[src/rtl/pipeline_hazard_ctrl_pkg.sv]
// Shared types and constants for the pipeline hazard controller and its RAW comparator.
package pipeline_hazard_ctrl_pkg;

   localparam int unsigned REG_IDX_W = 4;
   localparam int unsigned WAIT_CNT_W = 8;

   // Instruction the flushed IFReg/IDReg slots are expected to hold (MOV r0, r0).
   localparam logic [31:0] NOP_INSTR = 32'hE1A0_0000;

   typedef enum logic [1:0] {
      ST_IDLE  = 2'd0,
      ST_WAIT  = 2'd1,
      ST_ERROR = 2'd2
   } mem_state_e;

   function automatic logic src_match(
      input logic                 use_rn,
      input logic [REG_IDX_W-1:0] rn,
      input logic                 two_src,
      input logic [REG_IDX_W-1:0] rm,
      input logic [REG_IDX_W-1:0] dest
   );
      return (use_rn && (rn == dest)) || (two_src && (rm == dest));
   endfunction

endpackage

[src/rtl/pipeline_hazard_ctrl_hazard_detect_unit.sv]
// Combinational RAW hazard compare between the ID sources and the EX/MEM destinations.
module hazard_detect_unit
   import pipeline_hazard_ctrl_pkg::*;
#(
   parameter bit FORWARD_EN = 1'b0
) (
   input  logic [REG_IDX_W-1:0] id_rn_i,
   input  logic [REG_IDX_W-1:0] id_rm_i,
   input  logic                 id_use_rn_i,
   input  logic                 id_two_src_i,
   input  logic [REG_IDX_W-1:0] ex_dest_i,
   input  logic                 ex_wb_en_i,
   input  logic                 ex_mem_read_i,
   input  logic [REG_IDX_W-1:0] mem_dest_i,
   input  logic                 mem_wb_en_i,
   output logic                 raw_hz_o
);

   logic ex_hit;
   logic mem_hit;

   assign ex_hit  = ex_wb_en_i  && src_match(id_use_rn_i, id_rn_i, id_two_src_i, id_rm_i, ex_dest_i);
   assign mem_hit = mem_wb_en_i && src_match(id_use_rn_i, id_rn_i, id_two_src_i, id_rm_i, mem_dest_i);

   // With forwarding only a load in EX cannot supply its result in time.
   if (FORWARD_EN) begin : g_fwd
      assign raw_hz_o = ex_hit && ex_mem_read_i;
   end else begin : g_no_fwd
      assign raw_hz_o = ex_hit || mem_hit;
   end

endmodule

[src/rtl/pipeline_hazard_ctrl.sv]
// Pipeline sequencer: freeze/flush priority mux, memory-wait FSM with timeout, perf counters.
module pipeline_hazard_ctrl
   import pipeline_hazard_ctrl_pkg::*;
#(
   parameter bit          FORWARD_EN  = 1'b0,
   parameter int unsigned MEM_TIMEOUT = 64,
   parameter int unsigned CNT_W       = 16
) (
   input  logic                 clk,
   input  logic                 rst,
   input  logic [REG_IDX_W-1:0] id_rn,
   input  logic [REG_IDX_W-1:0] id_rm,
   input  logic                 id_use_rn,
   input  logic                 id_two_src,
   input  logic [REG_IDX_W-1:0] ex_dest,
   input  logic                 ex_wb_en,
   input  logic                 ex_mem_read,
   input  logic [REG_IDX_W-1:0] mem_dest,
   input  logic                 mem_wb_en,
   input  logic                 ex_branch_taken,
   input  logic                 mem_req,
   input  logic                 mem_ready,
   output logic                 pc_freeze,
   output logic                 if_reg_freeze,
   output logic                 if_reg_flush,
   output logic                 id_reg_freeze,
   output logic                 id_reg_flush,
   output logic                 ex_reg_freeze,
   output logic                 mem_reg_freeze,
   output logic                 mem_busy,
   output logic                 timeout_err,
   output logic [CNT_W-1:0]     stall_cnt,
   output logic [CNT_W-1:0]     flush_cnt
);

   localparam logic [WAIT_CNT_W-1:0] TIMEOUT_C = WAIT_CNT_W'(MEM_TIMEOUT);
   localparam logic [CNT_W-1:0]      CNT_MAX   = {CNT_W{1'b1}};

   mem_state_e              state_q, state_d;
   logic [WAIT_CNT_W-1:0]   wait_q, wait_d;
   logic                    err_q, err_d;
   logic [CNT_W-1:0]        stall_cnt_q, stall_cnt_d;
   logic [CNT_W-1:0]        flush_cnt_q, flush_cnt_d;
   logic                    raw_hz;
   logic                    mem_stall;

   hazard_detect_unit #(.FORWARD_EN(FORWARD_EN)) u_hdu (
      .id_rn_i       (id_rn),
      .id_rm_i       (id_rm),
      .id_use_rn_i   (id_use_rn),
      .id_two_src_i  (id_two_src),
      .ex_dest_i     (ex_dest),
      .ex_wb_en_i    (ex_wb_en),
      .ex_mem_read_i (ex_mem_read),
      .mem_dest_i    (mem_dest),
      .mem_wb_en_i   (mem_wb_en),
      .raw_hz_o      (raw_hz)
   );

   assign mem_stall = mem_req && !mem_ready && (state_q != ST_ERROR);

   always_comb begin
      state_d = state_q;
      wait_d  = wait_q;
      err_d   = err_q;
      case (state_q)
         ST_IDLE: begin
            if (mem_stall) begin
               state_d = ST_WAIT;
               wait_d  = WAIT_CNT_W'(1);
            end
         end
         ST_WAIT: begin
            if (mem_stall && (wait_q == TIMEOUT_C)) begin
               state_d = ST_ERROR;
               err_d   = 1'b1;
            end else if (mem_stall) begin
               wait_d = wait_q + WAIT_CNT_W'(1);
            end else begin
               state_d = ST_IDLE;
               wait_d  = '0;
            end
         end
         ST_ERROR: ;
         default: begin
            state_d = ST_IDLE;
            wait_d  = '0;
         end
      endcase
   end

   // Outputs are forced quiet while reset is held, independent of registered state.
   always_comb begin
      pc_freeze      = 1'b0;
      if_reg_freeze  = 1'b0;
      if_reg_flush   = 1'b0;
      id_reg_freeze  = 1'b0;
      id_reg_flush   = 1'b0;
      ex_reg_freeze  = 1'b0;
      mem_reg_freeze = 1'b0;
      if (!rst) begin
         if (state_q == ST_ERROR || mem_stall) begin
            pc_freeze      = 1'b1;
            if_reg_freeze  = 1'b1;
            id_reg_freeze  = 1'b1;
            ex_reg_freeze  = 1'b1;
            mem_reg_freeze = 1'b1;
         end else if (ex_branch_taken) begin
            if_reg_flush = 1'b1;
            id_reg_flush = 1'b1;
         end else if (raw_hz) begin
            pc_freeze     = 1'b1;
            if_reg_freeze = 1'b1;
            id_reg_flush  = 1'b1;
         end
      end
   end

   assign mem_busy    = mem_stall && !rst;
   assign timeout_err = err_q && !rst;

   always_comb begin
      stall_cnt_d = stall_cnt_q;
      flush_cnt_d = flush_cnt_q;
      if (pc_freeze && (stall_cnt_q != CNT_MAX)) stall_cnt_d = stall_cnt_q + CNT_W'(1);
      if (if_reg_flush && (flush_cnt_q != CNT_MAX)) flush_cnt_d = flush_cnt_q + CNT_W'(1);
   end

   always_ff @(posedge clk) begin
      if (rst) begin
         state_q     <= ST_IDLE;
         wait_q      <= '0;
         err_q       <= 1'b0;
         stall_cnt_q <= '0;
         flush_cnt_q <= '0;
      end else begin
         state_q     <= state_d;
         wait_q      <= wait_d;
         err_q       <= err_d;
         stall_cnt_q <= stall_cnt_d;
         flush_cnt_q <= flush_cnt_d;
      end
   end

   assign stall_cnt = stall_cnt_q;
   assign flush_cnt = flush_cnt_q;

endmodule

[config.mk]
export PLATFORM = sky130hd
export DESIGN_NAME = pipeline_hazard_ctrl
export DESIGN_NICKNAME = d
export VERILOG_FILES = /design/src/rtl/pipeline_hazard_ctrl_pkg.sv /design/src/rtl/pipeline_hazard_ctrl_hazard_detect_unit.sv /design/src/rtl/pipeline_hazard_ctrl.sv
export SDC_FILE = /design/constraint.sdc
export NUM_CORES = 1
export LEC_CHECK = 0
export CAP_MARGIN = 10
export CORE_MARGIN = 2
export CORE_UTILIZATION = 52
export DETAILED_ROUTE_END_ITERATION = 12
export GPL_TIMING_DRIVEN = 0
export PLACE_DENSITY = 0.86
export SLEW_MARGIN = 0
export SYNTH_ARGS = -nofsm -noshare
export SYNTH_HDL_FRONTEND = slang
export SYNTH_HIERARCHICAL = 1
export SYNTH_SLANG_ARGS = --single-unit
[constraint.sdc]
create_clock -name clk -period 3.2 [get_ports clk]
set_clock_uncertainty 0.05 [all_clocks]
set_input_delay 0.64 -clock clk [delete_from_list [all_inputs] [get_ports clk]]
set_output_delay 0.64 -clock clk [all_outputs]
set_load 0.03 [all_outputs]
### Yosys cells after proc, flatten, opt, wreduce, memory -nomap -nowiden

Cells that the tools add are included.

| cells by class | value |
|---|---|
| reductions and logical operators | 23 |
| bitwise logic cells | 1 |
| $add $sub $neg | 3 |
| equal/unequal tests | 13 |
| muxes and demuxes | 20 |

Operators by type and width:

| operator | count |
|---|---|
| adder 16 x 1 -> 16 bit (second input constant) | 2 |
| inequality test 16 bit (second input constant) | 2 |
| two-way mux 8 bit | 3 |
| case mux 8 bit (3 select lines) | 1 |
| equality test 4 bit | 4 |
| logical AND 1 bit | 13 |
| two-way mux 1 bit | 12 |
| adder 8 x 1 -> 8 bit (second input constant) | 1 |
| equality test 8 x 7 -> 1 bit (second input constant) | 1 |
| two-way mux 2 bit | 3 |
| inequality test 2 bit (second input constant) | 3 |
| case mux 2 bit (3 select lines) | 1 |
| AND reduction 3 bit | 2 |
| logical OR 1 bit | 4 |
| inequality test 3 bit (second input constant) | 1 |
| equality test 2 x 1 -> 1 bit (second input constant) | 1 |
| equality test 2 bit (second input constant) | 1 |
| zero test 1 bit | 2 |
| zero test 2 bit | 1 |
| AND reduction 2 bit | 1 |
| NOT 1 bit | 1 |

| storage, ports and cells | value |
|---|---|
| bits of input ports | 26 |
| register bits | 43 |
| logic and storage cells | 65 |
| output and inout bits | 41 |

### Logic depth before layout (Yosys ltp)

| logic depth | value |
|---|---|
| word-level depth | 10 |
| mapped depth | 10 |
| gate-level depth less buffers | 9 |

### Cells and area by module

The synthesis kept the hierarchy.

By module, submodules not included:

| module | instances | cells each | seq. area each (sq um) | area each (sq um) |
|---|---|---|---|---|
| pipeline_hazard_ctrl | 1 | 262 | 860.8 | 2224.6 |
| hazard_detect_unit | 1 | 25 | 0.0 | 191.4 |

### Least setup slack after synthesis

No wires, ideal clock.

| path | value |
|---|---|
| path kind | input -> output |
| start | input port id_rn[3] |
| end | output port pc_freeze |
| required time | 2510 ps |
| path buffers | 2 |
| arrival time | 2094 ps |
| stages | 9 |
| slack | 416 ps |
| cell sequence | xor2_1 nor3_1 nand4_1 nand4_1 nand2b_1 a31o_2 buf_2 inv_1 buf_4 |

| on the way | value |
|---|---|
| longest elaborated chain between the ends | 9 |
| elaborated cells on any way between the ends | 13 |
| those cells by class | 2 x eq/ne; 4 x mux; 7 x reduce/logical |

Ends and longest elaborated chain:

| item | RTL line | RTL |
|---|---|---|
| from (decl) | pipeline_hazard_ctrl.sv:11 | `input logic [REG_IDX_W-1:0] id_rn,` |
| equality test 4 bit | pipeline_hazard_ctrl_pkg.sv:23 | `return (use_rn && (rn == dest)) \|\| (two_src && (rm == dest));` |
| logical AND 1 bit | pipeline_hazard_ctrl_pkg.sv:23 |  |
| logical OR 1 bit | pipeline_hazard_ctrl_pkg.sv:23 |  |
| logical AND 1 bit, on equally long branches | pipeline_hazard_ctrl_hazard_detect_unit.sv:22, pipeline_hazard_ctrl_hazard_detect_unit.sv:23 |  |
| logical OR 1 bit (*) | pipeline_hazard_ctrl_hazard_detect_unit.sv:29 | `assign raw_hz_o = ex_hit \|\| mem_hit;` |
| named net raw_hz | pipeline_hazard_ctrl.sv:44 | `logic raw_hz;` |
| two-way mux 1 bit (*) (4 in series) | -- |  |
| to (decl) | pipeline_hazard_ctrl.sv:23 | `output logic pc_freeze,` |

The timed path passes the listed nets; every way through them passes the cells marked *.

### Final worst setup path

| path | value |
|---|---|
| start | input port mem_ready |
| end | output port if_reg_flush |

| on the way | value |
|---|---|
| longest elaborated chain between the ends | 6 |

Ends and longest elaborated chain:

| item | RTL line | RTL |
|---|---|---|
| from (decl) | pipeline_hazard_ctrl.sv:22 | `input logic mem_ready,` |
| zero test 1 bit | pipeline_hazard_ctrl.sv:60 | `assign mem_stall = mem_req && !mem_ready && (state_q != ST_ERROR);` |
| logical AND 1 bit (2 in series) | pipeline_hazard_ctrl.sv:60 |  |
| logical OR 1 bit | pipeline_hazard_ctrl.sv:102 | `if (state_q == ST_ERROR \|\| mem_stall) begin` |
| two-way mux 1 bit | pipeline_hazard_ctrl.sv:102 |  |
| two-way mux 1 bit | pipeline_hazard_ctrl.sv:101 | `if (!rst) begin` |
| to (decl) | pipeline_hazard_ctrl.sv:25 | `output logic if_reg_flush,` |

Every way passes these cells.

==> results.md <==
- The number of nets in the synthesized netlist is 317.
- The post-placement cell count is between 400 and 500.
- In this run the static leakage power is between 1 and 1.5 nW.
- The HPWL after detailed placement is roughly 4.4 mm.
- The cell type contributing the most total cell area after synthesis is dfxtp_1.
- The clock transition at the registers of the reported paths is 0.08 ns.
- The cell at the root of the clock tree is clkbuf_8.
- The routed layout has 2320 vias.
- VDD sags by at most 0.221 mV.
- The clock net sink count is 43.
- For this run, design rule violations remaining after detail routing come to 0.
- For the pin with the worst max-slew slack, the measured transition is between 0.9 and 1 ns.
- The floorplan die area is approximately 0.0052 mm2.
- 67 I/O pins were placed.
- The count of endpoints failing hold in the final timing report came to 0.
- The post-synthesis average cell area is 8.42 um2.
- The number of nets in the final layout is 390.
- Leaving out filler cells and counting taps, the final layout contains between 400 and 500.
- The category of the worst setup path capture point is a primary output.
- The H-tree depth is 2.
- The final critical-path required period is 3.10 ns.
- The core region is 0.00441 mm2.
- The setup path with the least slack is of type in2out.
- The vertical extent of the die is a little over 70 um.
- In this run, post-CTS hold repair placed 0 buffers.
- The worst hold-check path type is reg2reg.
- On the final layout, the worst hold slack is about 0.42 ns.
- Synthesis instantiated between 40 and 50 different standard cells from the library.
- Of the post-synthesis cell area, the dominant cell type holds 0.356.
- For this block, the initial DRC count from the detailed router was roughly 120.
- In this run, synthesis produced a sequential element count of 43.
- After detailed routing, the number of vias per cell comes to about 5.6.
- The Yosys warning count is 6.
- The number of routed nets with antenna violations is 0.
- The number of global-route vias before repair was ~2100.
- Of all flip-flops after synthesis, the portion carrying an async set or reset was 0.
- The number of max-slew violations in the final report is 0.
- In this run the worst path has a maximum fanout of 9.
- The arrival time of the worst setup path is 2.41 ns.
- The count of TritonRoute iterations in the first routing pass is 4.
- The longest clock path from root to sink contains 2 buffers.
- The power per cell area is 320 mW/mm2.
- The initialized floorplan defines 24 standard-cell rows.
- Of the available clock period, the critical path in the final layout requires 0.968.
- The mapped cell area is between 0.002 and 0.0025 mm2.
- The clock reaches the later pin of the worst-skew pair after 0.29 ns.
- After global routing the overflow that remains totals 0.
- The maximum number of pins on one net before global-route repair is 17.
- The proportion of layout cells with a drive suffix above 1 is 0.0972.
- In this run the horizontal extent of the chip is approximately 72 um.
- The worst setup path is launched from an input pin.
- The max-capacitance violation count is 0.
- Headroom to the max-slew limit came out at 0.391.
- Counting the fill cells in the layout gives between 300 and 400.
- The initial standard-cell utilization of the core is 0.547.
- The flow ran to the end, and the final reports show no timing, DRC or antenna violations.
- For this run, the register share of the synthesized area comes to 0.356.
- The total placed instance area is 0.00313 mm2.
- The required arrival time at the worst endpoint is 2.51 ns.
- The number of clock buffers added by TritonCTS is 5.
- For this run, the top clock speed supported by timing is between 300 and 400 MHz.
- Sorting the synthesized cells by area gives the leading types as dfxtp_1 (36%), xnor2_1 (8.7%), xor2_1 (6.9%).
- The number of enable flip-flop cells after synthesis is 0.
- The congestion estimate from routability-driven global placement came to about 0.95.
- The detailed-route wire length is 5.94 mm.
- In the synthesized netlist the dominant register cell turns out to be dfxtp_1.
- The cell area after layout is 0.00325 mm2.
- TritonCTS built the clock tree.
- Setup violations remaining at the end of the flow were counted as 0.
- For this run, the total global-route usage over all layers was measured as 0.231.
- The number of antenna diodes in the final layout is 0.
- The area overhead of the layout relative to synthesis is 34.5%.
- In the synthesized netlist, the number of instances is 287.
- The global-route wire length before repair is 9.60 mm.
- Buffers placed on the I/O ports in this run total 65.
- The initial antenna violation count came to 0.
- The routed length per instance is ~14 um.
-- what timing repair did --
action / 4_1_cts / 5_1_grt
resized for setup: 22 / 9
gates cloned: 0 / 0
pin swaps: 0 / 1
endpoints found under the setup margin: 9 / 6
buffers inserted: 0 / 3
-- Yosys cell counts (all sizes together), types with 4 or more instances --
cell	n
dfxtp	43
nor2	38
xnor2	24
xor2	19
nand4	17
nand2	16
nor3	16
nand3	10
a21oi	9
nor4	9
inv	8
nand2b	8
o21ai	8
buf	7
clkbuf	5
and3	4
and4	4
ha	4
mux2i	4
nor3b	4
-- routing by layer --
metal	share of wire	track usage	wire length, um
met1	0.45	0.300	2660
met2	0.50	0.397	2960
met3	0.045	0.0431	267
met4	0.0069	0.0566	41
met5	0	0	0
-- critical path: stages --
cell             delay (ns)
clkdlybuf4s50_1        0.47
nand2b_2               0.25
nand4b_4               0.21
inv_2                  0.15
clkdlybuf4s50_1        0.68
-- kinds of logic after synthesis --
| logic type | synth area share |
|---|---|
| AOI/OAI and AO/OA | 0.0766 |
| xor gates and xnor gates | 0.156 |
| adders and majority gates | 0.0207 |
| buffers and inverters | 0.0383 |
| DFF | 0.356 |
| muxes | 0.0166 |
| and+or+nand+nor | 0.336 |
-- sequential cells by signal, indices dropped and copies added (netlist names) --
signal	cells
state_q	2
flush_cnt	16
wait_q	8
stall_cnt	16
err_q	1
-- cells in the final DEF, fill, tap and decap left out, types with 5 or more instances in the layout --
cell and count:
inv_1 7, nand2b_1 7, o21ai_0 8, nor2_1 38, nand2_1 16, nand4_1 17
nor4_1 8, dfxtp_1 43, clkbuf_8 6, a21oi_1 8, clkdlybuf4s50_1 56, buf_4 9
dlygate4sd2_1 5, xnor2_1 24, nand3_1 10, xor2_1 19, nor3_1 14
-- final timing paths --
check	cells past startpoint	slack, ns	end	start
max	5	0.10	if_reg_flush	mem_ready
min	2	0.42	err_q$_SDFFE_PP0P_	err_q$_SDFFE_PP0P_
max reg2reg	6	0.91	stall_cnt[3]$_SDFFE_PP0P_	stall_cnt[0]$_SDFFE_PP0P_
min reg2reg	2	0.42	err_q$_SDFFE_PP0P_	err_q$_SDFFE_PP0P_
-- power by group --
group | switching (mW) | leakage [nW] | internal (mW) | total [mW]
clock | 0.177 | 0.0470 | 0.169 | 0.346
combinational | 0.0766 | 0.768 | 0.0707 | 0.147
sequential | 0.00602 | 0.347 | 0.539 | 0.545
-- final cells by class --
cell class	count	area, um2	area share
plain buffers	10	58.8	0.0181
clock buffers	6	82.6	0.0254
clock inverters	1	5.00	0.00154
inverters	8	30.0	0.00924
multi-input cells	224	1490	0.458
flip-flops and latches	43	861	0.265
well taps	52	65.1	0.0200
repair buffers	68	659	0.203
-- per-stage QoR --
stage / TNS [ns] / worst slack (ns) / power, mW / utilization
3_3_place_gp: -3.30 / -0.605 / 0.698 / 0.709
2_1_floorplan: 0 / 0.416 / 0.633 / -
3_5_place_dp: -3.63 / -0.653 / 0.701 / 0.709
5_1_grt: -0.0104 / -0.0104 / 1.08 / 0.736
6_report: 0 / 0.103 / 1.04 / 0.736
4_1_cts: -0.00926 / -0.00926 / 1.04 / 0.727
Note: power is estimated with default switching activity, not from simulation.
